`src/rtl/sio_rx_deframe.sv`:
```
`default_nettype none
// ============================================================================
// Module      : sio_rx_deframe
// Description : Remote IO receive deframer. Collects the recovered bit-pair
//               stream (two bits per clock, i[1] first) into one fixed-length
//               frame of NBA address bits, NBD data bits and 8 CRC bits, all
//               MSB first. It then presents address/data with a one-cycle
//               valid pulse.
//
//               Optional feature macro SIO_RX_CRC_EN:
//                 defined   - CRC-8 (poly 0x07, init 0, no reflection, no
//                             final XOR) is computed over address and data.
//                             e flags a mismatch against the received CRC.
//                 undefined - no CRC logic and e is tied to 0. The 8 CRC
//                             bits are still received and discarded, so the
//                             v timing is unchanged.
//
// Ports       : c    - clock (all logic on posedge)
//               r    - synchronous active-high reset
//               i    - recovered bit pair, i[1] older
//               s    - start strobe, marks the cycle carrying pair 0
//               a    - received address (held until next v)
//               d    - received data    (held until next v)
//               v    - one-cycle pulse, a/d/e updated this cycle
//               e    - CRC error flag for the frame reported by v
//               busy - high while a frame is being received
//
// Revision    : 1.0 - initial release
// ============================================================================
module sio_rx_deframe #(
  parameter int NBA = 8,
  parameter int NBD = 32
) (
  input  logic           c,
  input  logic           r,
  input  logic [1:0]     i,
  input  logic           s,
  output logic [NBA-1:0] a,
  output logic [NBD-1:0] d,
  output logic           v,
  output logic           e,
  output logic           busy
);

  localparam int c_NDB = NBA + NBD;      // address + data bits
  localparam int c_NF  = c_NDB + 8;      // full frame bits
  localparam int c_NP  = c_NF / 2;       // pair-cycles per frame
  localparam int c_CW  = $clog2(c_NP);

  localparam logic [c_CW-1:0] c_LAST = c_CW'(c_NP - 1);
  localparam logic [c_CW-1:0] c_NDP  = c_CW'(c_NDB / 2);  // first CRC pair index
  localparam logic [c_CW-1:0] c_ONE  = c_CW'(1);

  localparam logic [0:0] c_IDLE = 1'b0;
  localparam logic [0:0] c_RECV = 1'b1;

  logic [0:0]       r_state;
  logic [c_CW-1:0]  r_cnt;
  logic [c_NDB-1:0] r_sh;
  logic [NBA-1:0]   r_a;
  logic [NBD-1:0]   r_d;
  logic             r_v;

  // Last pair of the frame is on i this cycle. A new s here aborts instead.
  logic w_fin;
  // Current RECV pair still belongs to the address/data field.
  logic w_data;

  assign w_fin  = (r_state == c_RECV) && !s && (r_cnt == c_LAST);
  assign w_data = (r_cnt < c_NDP);

`ifdef SIO_RX_CRC_EN
  logic [7:0] r_crc;
  logic [5:0] r_rc;    // first three received CRC pairs
  logic       r_e;
  logic [7:0] w_rx_crc;

  // Two serial CRC-8 steps, older bit (p[1]) first.
  function automatic logic [7:0] crc_pair(input logic [7:0] cin,
                                          input logic [1:0] p);
    logic [7:0] t;
    t = cin;
    for (int k = 1; k >= 0; k--) begin
      t = {t[6:0], 1'b0} ^ ((t[7] ^ p[k]) ? 8'h07 : 8'h00);
    end
    return t;
  endfunction

  // The final CRC pair is never registered. It is compared straight from i.
  assign w_rx_crc = {r_rc, i};
  assign e        = r_e;
`else
  assign e = 1'b0;
`endif

  always_ff @(posedge c) begin
    if (r) begin
      r_state <= c_IDLE;
      r_cnt   <= '0;
      r_sh    <= '0;
      r_a     <= '0;
      r_d     <= '0;
      r_v     <= 1'b0;
`ifdef SIO_RX_CRC_EN
      r_crc   <= 8'h00;
      r_rc    <= 6'd0;
      r_e     <= 1'b0;
`endif
    end else begin
      r_v <= 1'b0;
      if (s) begin
        // Start, or restart over an in-flight frame. Pair 0 is on i now.
        r_state <= c_RECV;
        r_cnt   <= c_ONE;
        r_sh    <= {r_sh[c_NDB-3:0], i};
`ifdef SIO_RX_CRC_EN
        r_crc   <= crc_pair(8'h00, i);
`endif
      end else if (r_state == c_RECV) begin
        r_cnt <= r_cnt + c_ONE;
        if (w_data) begin
          // Stale bits from an earlier frame are shifted out by the time
          // the address/data field is complete.
          r_sh <= {r_sh[c_NDB-3:0], i};
`ifdef SIO_RX_CRC_EN
          r_crc <= crc_pair(r_crc, i);
        end else begin
          r_rc <= {r_rc[3:0], i};
`endif
        end
        if (w_fin) begin
          r_state <= c_IDLE;
          r_v     <= 1'b1;
          r_a     <= r_sh[c_NDB-1:NBD];
          r_d     <= r_sh[NBD-1:0];
`ifdef SIO_RX_CRC_EN
          r_e     <= (w_rx_crc != r_crc);
`endif
        end
      end
    end
  end

  assign a    = r_a;
  assign d    = r_d;
  assign v    = r_v;
  assign busy = (r_state == c_RECV);

endmodule
`default_nettype wire
```
`config.mk`:
```
export PLATFORM = sky130hd
export DESIGN_NAME = sio_rx_deframe
export DESIGN_NICKNAME = d
export VERILOG_FILES = /design/src/rtl/sio_rx_deframe.sv
export SDC_FILE = /design/constraint.sdc
export NUM_CORES = 1
export LEC_CHECK = 0
export ABC_AREA = 1
export CORE_MARGIN = 2
export CORE_UTILIZATION = 40
export CTS_BUF_LIST = sky130_fd_sc_hd__clkbuf_4
export DETAILED_ROUTE_END_ITERATION = 8
export PLACE_DENSITY_LB_ADDON = 0.2
export SLEW_MARGIN = 20
export SYNTH_ARGS = -nofsm -noshare
export SYNTH_HDL_FRONTEND = slang
export SYNTH_SLANG_ARGS = --single-unit
```
`constraint.sdc`:
```
create_clock -name c -period 1.7 [get_ports c]
set_input_delay 0.51 -clock c [delete_from_list [all_inputs] [get_ports c]]
set_output_delay 0.51 -clock c [all_outputs]
set_load 0.01 [all_outputs]
```
# ---- Word level (Yosys, flattened, before mapping)
# Index checks and enable logic that the tools add are counted.
dict set report word_totals {
  word_cells 30
  reg_bits 87
  input_bits 5
  out_inout_bits 43
}
dict set report op_classes {
  reduce_logical 9
  n_eq_ne 1
  mux 9
  n_lt_le_gt_ge 1
  bitwise_logic 2
  addsub 1
}
# op n
set op_table {}
lappend op_table {{40-bit 2-to-1 mux} 3}
lappend op_table {{1-bit 2-to-1 mux} 6}
lappend op_table {{5-bit by 1-bit adder with 5-bit output (second input constant)} 1}
lappend op_table {{5-bit == test (second input constant)} 1}
lappend op_table {{5-bit < comparator (second input constant)} 1}
lappend op_table {{2-bit nonzero test} 2}
lappend op_table {{3-bit AND reduction} 1}
lappend op_table {{3-bit OR reduction} 1}
lappend op_table {{1-bit logical AND} 2}
lappend op_table {{1-bit inverter} 2}
lappend op_table {{2-bit AND reduction} 1}
lappend op_table {{2-bit OR reduction} 1}
lappend op_table {{1-bit logical NOT} 1}

# ---- Depth between registers and ports, before layout
# Gate-level depths: netlist (run 1).
dict set report depth {
  depth_word 6
  depth_mapped 8
  ltp_nobuf 7
}

# ---- Least setup slack after synthesis (run 1)
# No wires, ideal clock.
dict set report synth_path {
  kind {reg-to-reg}
  from {reg r_cnt[0]}
  to {reg r_a[0] (netlist: a[0])}
  stages_incl_launch_ff 9
  slack_ns 0.451
  required_ns 1.641
  t_arrival_ns 1.190
  path_cell_list {dfxtp_1 > ha_1 > nand2_1 > nor2_2 > nand2_2 > nor2_8 > buf_8 > nand2_2 > nand2_1}
}
dict set report synth_between {
  elab_chain_cells 3
}
# element line
set synth_rtl {}
lappend synth_rtl {{from (decl)} 58} ;# logic [c_CW-1:0] r_cnt;
lappend synth_rtl {{from (signal assigned)} 114} ;# r_cnt <= c_ONE;
lappend synth_rtl {{from (signal assigned)} 120} ;# r_cnt <= r_cnt + c_ONE;
lappend synth_rtl {{5-bit == test} 69} ;# assign w_fin = (r_state == c_RECV) && !s && (r_cnt == c_LAST);
lappend synth_rtl {{1-bit logical AND} 69}
lappend synth_rtl {{3-bit AND reduction (no source line)} -}
lappend synth_rtl {{to (signal assigned)} 134} ;# r_a <= r_sh[c_NDB-1:NBD];
lappend synth_rtl {{to (decl)} 60} ;# logic [NBA-1:0] r_a;
# Every way passes these cells.
# A chain may end at the register's enable or synchronous reset.

# ---- Worst setup path in the final report (run 1)
dict set report layout_path {
  from {reg r_a[7] (netlist: a[7])}
  to {out a[7]}
}
# element line
set layout_rtl {}
lappend layout_rtl {{to (decl)} 38} ;# output logic [NBA-1:0] a,
# No word-level cell between the ends.

==> results.json, run 1 <==
{
  "cts_tree": "yes",
  "grt_max_degree": 48,
  "clockBufferDepth": 2,
  "area_delta_synth_final_pct": 21.1,
  "setup_violations": 0,
  "final_cells": 626,
  "seq_area_frac_synth": 0.517,
  "path_clk_slew_ns": 0.13,
  "num_rows": 33,
  "synth_area_per_cell_sq_um": 7.11,
  "cp_num_buf_inv": 1,
  "layout_commonest_cell": "nand2_1",
  "layout_common_cells": "161 x nand2_1, 88 x nor2_1, 86 x dfxtp_1",
  "root_buffer": "clkbuf_4",
  "place_congestion": 0.736,
  "start_kind": "flop",
  "antenna_found_initial": 0,
  "clkSinkCount": 87,
  "rsz0062_at_grt": "no",
  "fmax_mhz": 631,
  "path_max_fanout": 2,
  "powerDensity_nw_per_um2": 882,
  "wl_microns": 6220,
  "cp_data_arrival_time_ns": 1.07,
  "wl_per_cell_microns": 9.94,
  "postCtsSetupBuffers": 0,
  "maxCapViolCount": 0,
  "htreeDepth": 3,
  "vias_per_cell": 4.36,
  "pin_count": 48,
  "grt_use_total": 0.152,
  "cp_slowest_cell": "dfxtp_1",
  "cts_made_buffers": 9,
  "synth_edf_count": 0,
  "crit-reg2reg-launch": "r_cnt[0]$_SDFFE_PP0P_",
  "grt_pass1_vias": 2539,
  "whs_endpoint": "d[4]$_SDFFE_PP0P_",
  "antenna_left": 0,
  "grt-ovfl-total": 0,
  "synth-main-ff-cell": "dfxtp_1",
  "ys_warn_count": 0,
  "drc": 0,
  "peakVddDrop_uv": 390,
  "rrSetupSlack_ns": 0.23,
  "first_iter_violations": 76,
  "dp_cells": 610,
  "status": "complete, no violations",
  "netlist_instances": 474,
  "initial_core_util": 0.412,
  "fp.dieH_microns": 95.8,
  "min_from": "r_sh[4]$_SDFFE_PP0P_",
  "dr.pass1.iters": 4,
  "dpl.hpwl_microns": 3950,
  "finalCriticalPeriod_ns": 1.58,
  "critPathRequiredTime_ns": 1.19,
  "antenna_cells": 0,
  "filler_cell_count": 841,
  "placed_area_sq_um": 3990,
  "finalHoldViolCount": 0,
  "reg2regPathDepth": 8,
  "cts.repair.resized": 43,
  "vias": 2730,
  "final_area_sq_um": 4080,
  "multiInputGateArea_sq_um": 1300,
  "core_area_sq_um": 8180,
  "p_leak_nw": 2.09,
  "cp_top_family": "flip-flops",
  "ctsHoldBuffers": 0,
  "drv_slew": 0,
  "crit_chain": "dlygate4sd2_1",
  "hold_depth": 2,
  "syn_nets": 480,
  "r2r-end": "d[28]$_SDFFE_PP0P_",
  "drive_gt1_frac": 0.0825,
  "syn_area_sq_um": 3370,
  "ys_types": 22,
  "finClkSkew_ns": 0.0167,
  "synth-async-reset-ratio": 0,
  "hp-class": "reg2reg",
  "crit_type": "reg2out",
  "fin_crit_sh": 0.932,
  "end_kind": "output pin",
  "grt_pass1_wl_microns": 11000,
  "clk_latency_ns": 0.41,
  "cpPeakStageDelay_ns": 0.36,
  "whs_ns": 0.460,
  "die_w_microns": 95.8,
  "final_nets": 522,
  "ys_seq_elements": 87,
  "seq_area_sq_um": 1740,
  "dieArea_sq_um": 9180,
  "numPortBuffers": 46
}
## sequential cells by signal, indices dropped and copies added, names as in the netlist
signal  count
d          32
r_sh       40
v           1
busy        1
r_cnt       5
a           8
## per-stage QoR
step	setup slack [ns]	setup TNS [ns]	util	total power, mW
after global routing	0.0248	0	0.499	3.81
after detailed placement	-0.104	-5.38	0.489	2.51
after global placement	-0.0632	-2.84	0.489	2.50
after CTS	0.0592	0	0.499	3.67
after floorplan	0.451	0	-	2.43
final	0.116	0	0.499	3.60
## cells in the mapped netlist, types with 2 or more instances
cell type,number,area share
inv_1,45,0.050
a21oi_1,3,0.0045
buf_2,12,0.018
nand2_1,162,0.18
nor3_1,3,0.0045
dfxtp_1,87,0.52
nor2_1,88,0.098
buf_4,2,0.0045
buf_1,7,0.0078
nand3_1,41,0.061
inv_2,2,0.0022
nand2_2,10,0.019
buf_6,3,0.010
## routing by layer
metal	vias up	track usage	routed length, microns
met3	6	0.0337	238
li1	1495	-	-
met2	43	0.255	2860
met1	1186	0.185	3050
met5	-	0	0
met4	0	0.0714	69
## cells by family (layout without fill, tap and decap cells)
logic type / count (synthesis) / count (layout) / synth area share
compound gates: 4 / 4 / 0.00594
xor+xnor: 1 / 1 / 0.00260
fa+ha+maj: 1 / 1 / 0.00371
buf+inv: 73 / 120 / 0.0980
flops: 87 / 87 / 0.517
other cells: 1 / 1 / 0.00111
simple gates: 307 / 307 / 0.372
## where the power goes
part | internal (mW) | total, mW | switching, mW
Sequential | 2.12 | 2.17 | 0.0587
Clock | 0.448 | 1.14 | 0.688
Combinational | 0.116 | 0.288 | 0.172
Total | 2.68 | 3.60 | 0.919
## layout make-up
class	count	share of cell area
clock buffer	9	0.0166
timing repair buffer	57	0.145
tap	105	0.0322
clock inverter	7	0.0175
inverter	47	0.0432
multi-input combinational	314	0.319
sequential	87	0.427
## how the worst max path moves through the flow
stage,start,to,slack [ns],cells after the start
finish,a[7]$_SDFFE_PP0P_,a[7],0.12,1
global route,a[7]$_SDFFE_PP0P_,a[7],0.02,1
CTS,a[7]$_SDFFE_PP0P_,a[7],0.06,1
detailed placement,s,r_sh[36]$_SDFFE_PP0P_,-0.10,8
global placement,s,d[22]$_SDFFE_PP0P_,-0.06,7
floorplan,r_cnt[0]$_SDFFE_PP0P_,a[0]$_SDFFE_PP0P_,0.45,8
No activity file was read; power rests on OpenSTA's default activity.
==> run 2: changes to the inputs <==
--- a/config.mk
+++ b/config.mk
@@ -10,8 +10,7 @@
 export CORE_UTILIZATION = 40
 export CTS_BUF_LIST = sky130_fd_sc_hd__clkbuf_4
 export DETAILED_ROUTE_END_ITERATION = 8
-export PLACE_DENSITY_LB_ADDON = 0.2
-export SLEW_MARGIN = 20
+export PLACE_DENSITY_LB_ADDON = 0.12
 export SYNTH_ARGS = -nofsm -noshare
 export SYNTH_HDL_FRONTEND = slang
 export SYNTH_SLANG_ARGS = --single-unit
==> run 2 against run 1 <==
Net effect:
- first-iteration DRC count is 7.9% lower
- sequential cell count stayed put
- global-route usage increased by 0.48 points
- combinational power rose by 3%
- total power increased by 0.48%
- final cell count grew 0.64%
- sequential power barely moved
- routed wire length up 3.9%
- hold slack lost 0.014 ns
- register-to-register slack is essentially flat
- die area did not move
- sequential share of layout area fell by 0.14 points
- critical path type unchanged
- critical endpoint is now d[8]
- highest routed layer unchanged
==> results.json, run 2 (synthesis results as in run 1) <==
{
  "htreeDepth": 3,
  "cp_slowest_cell": "dfxtp_1",
  "grt_pass1_wl_microns": 11200,
  "pin_count": 48,
  "dieArea_sq_um": 9180,
  "drv_slew": 0,
  "vias_per_cell": 4.33,
  "ctsHoldBuffers": 0,
  "fp.dieH_microns": 95.8,
  "cp_top_family": "flip-flops",
  "antenna_found_initial": 0,
  "start_kind": "flop",
  "die_w_microns": 95.8,
  "largest-register": "r_sh",
  "antenna_left": 0,
  "wl_per_cell_microns": 10.3,
  "grt_use_total": 0.157,
  "peakVddDrop_uv": 304,
  "path_clk_slew_ns": 0.14,
  "dr.pass1.iters": 4,
  "grt_max_degree": 43,
  "maxCapViolCount": 0,
  "cts_tree": "yes",
  "grt-ovfl-total": 0,
  "cts_made_buffers": 9,
  "layout_commonest_cell": "nand2_1",
  "finalHoldViolCount": 0,
  "drive_gt1_frac": 0.0895,
  "cpPeakStageDelay_ns": 0.39,
  "place_congestion": 0.691,
  "root_buffer": "clkbuf_4",
  "initial_core_util": 0.412,
  "clockBufferDepth": 2,
  "num_rows": 33,
  "whs_ns": 0.446,
  "path_max_fanout": 2,
  "crit_chain": "dlygate4sd2_1",
  "critPathRequiredTime_ns": 1.19,
  "dpl.hpwl_microns": 4190,
  "fin_crit_sh": 0.937,
  "numPortBuffers": 46,
  "vias": 2727,
  "crit_type": "reg2out",
  "final_cells": 630,
  "end_kind": "output pin",
  "largest_reg_flops": 40,
  "finalCriticalPeriod_ns": 1.59,
  "cp_num_buf_inv": 1,
  "final_nets": 526,
  "setup_violations": 0,
  "status": "complete, no violations",
  "clk_latency_ns": 0.42,
  "powerDensity_nw_per_um2": 882,
  "area_delta_synth_final_pct": 21.6,
  "clkSinkCount": 87,
  "rsz0062_at_grt": "no",
  "dp_cells": 614,
  "p_leak_nw": 2.12,
  "fmax_mhz": 627,
  "cp_data_arrival_time_ns": 1.08,
  "finClkSkew_ns": 0.0180,
  "final_area_sq_um": 4100,
  "wl_microns": 6470,
  "hp-class": "reg2reg",
  "first_iter_violations": 70,
  "drc": 0,
  "placed_area_sq_um": 4010,
  "grt_pass1_vias": 2598,
  "layout_common_cells": "161 x nand2_1, 88 x nor2_1, 85 x dfxtp_1",
  "core_area_sq_um": 8180,
  "antenna_cells": 0,
  "finalSetupTns_ns": 0,
  "filler_cell_count": 867
}
[run 2: final timing paths]
kind	from	endpoint	slack, ns	depth (start not counted)
min reg2reg	r_sh[31]$_SDFFE_PP0P_	d[31]$_SDFFE_PP0P_	0.45	2
max reg2reg	r_cnt[0]$_SDFFE_PP0P_	d[20]$_SDFFE_PP0P_	0.22	8
max	d[8]$_SDFFE_PP0P_	d[8]	0.11	1
min	r_sh[31]$_SDFFE_PP0P_	d[31]$_SDFFE_PP0P_	0.45	2
[run 2: per-stage QoR]
stage	setup slack [ns]	utilization	power [mW]
2_1_floorplan	0.451	-	2.43
3_3_place_gp	-0.104	0.491	2.51
3_5_place_dp	-0.122	0.491	2.52
4_1_cts	0.0807	0.501	3.67
5_1_grt	0.0410	0.501	3.80
6_report	0.106	0.501	3.62
[run 2: report_power, final]
group	total, mW	internal [mW]	switching (mW)
sequential	2.17	2.12	0.0575
combinational	0.296	0.121	0.175
clock	1.15	0.461	0.685
[run 2: worst min-delay path, cell delays in order, from the launching register on]
cell and delay, ns:
dfxtp_1 0.34, nand2_1 0.06, nand2_1 0.04
[run 2: what timing repair did]
action | in CTS | in global routing
setup buffers | 0 | 0
endpoints found under the setup margin | 42 | 0
resized for setup | 44 | 0
[run 2: cell type report]
| class | count | area, sq um | share of cell area |
|---|---|---|---|
| Clock buffer | 10 | 75.1 | 0.0183 |
| Clock inverter | 6 | 61.3 | 0.0150 |
| Inverter | 47 | 176 | 0.0431 |
| Multi-Input combinational cell | 314 | 1300 | 0.318 |
| Sequential cell | 87 | 1740 | 0.426 |
| Tap cell | 105 | 131 | 0.0321 |
| Timing Repair Buffer | 61 | 608 | 0.148 |
[run 2: layer usage]
metal,vias up,GRT usage,part of all wire
met4,0,0.0786,0.019
met3,11,0.0290,0.031
met2,44,0.267,0.46
met1,1168,0.189,0.49
li1,1504,-,-
met5,-,0,0
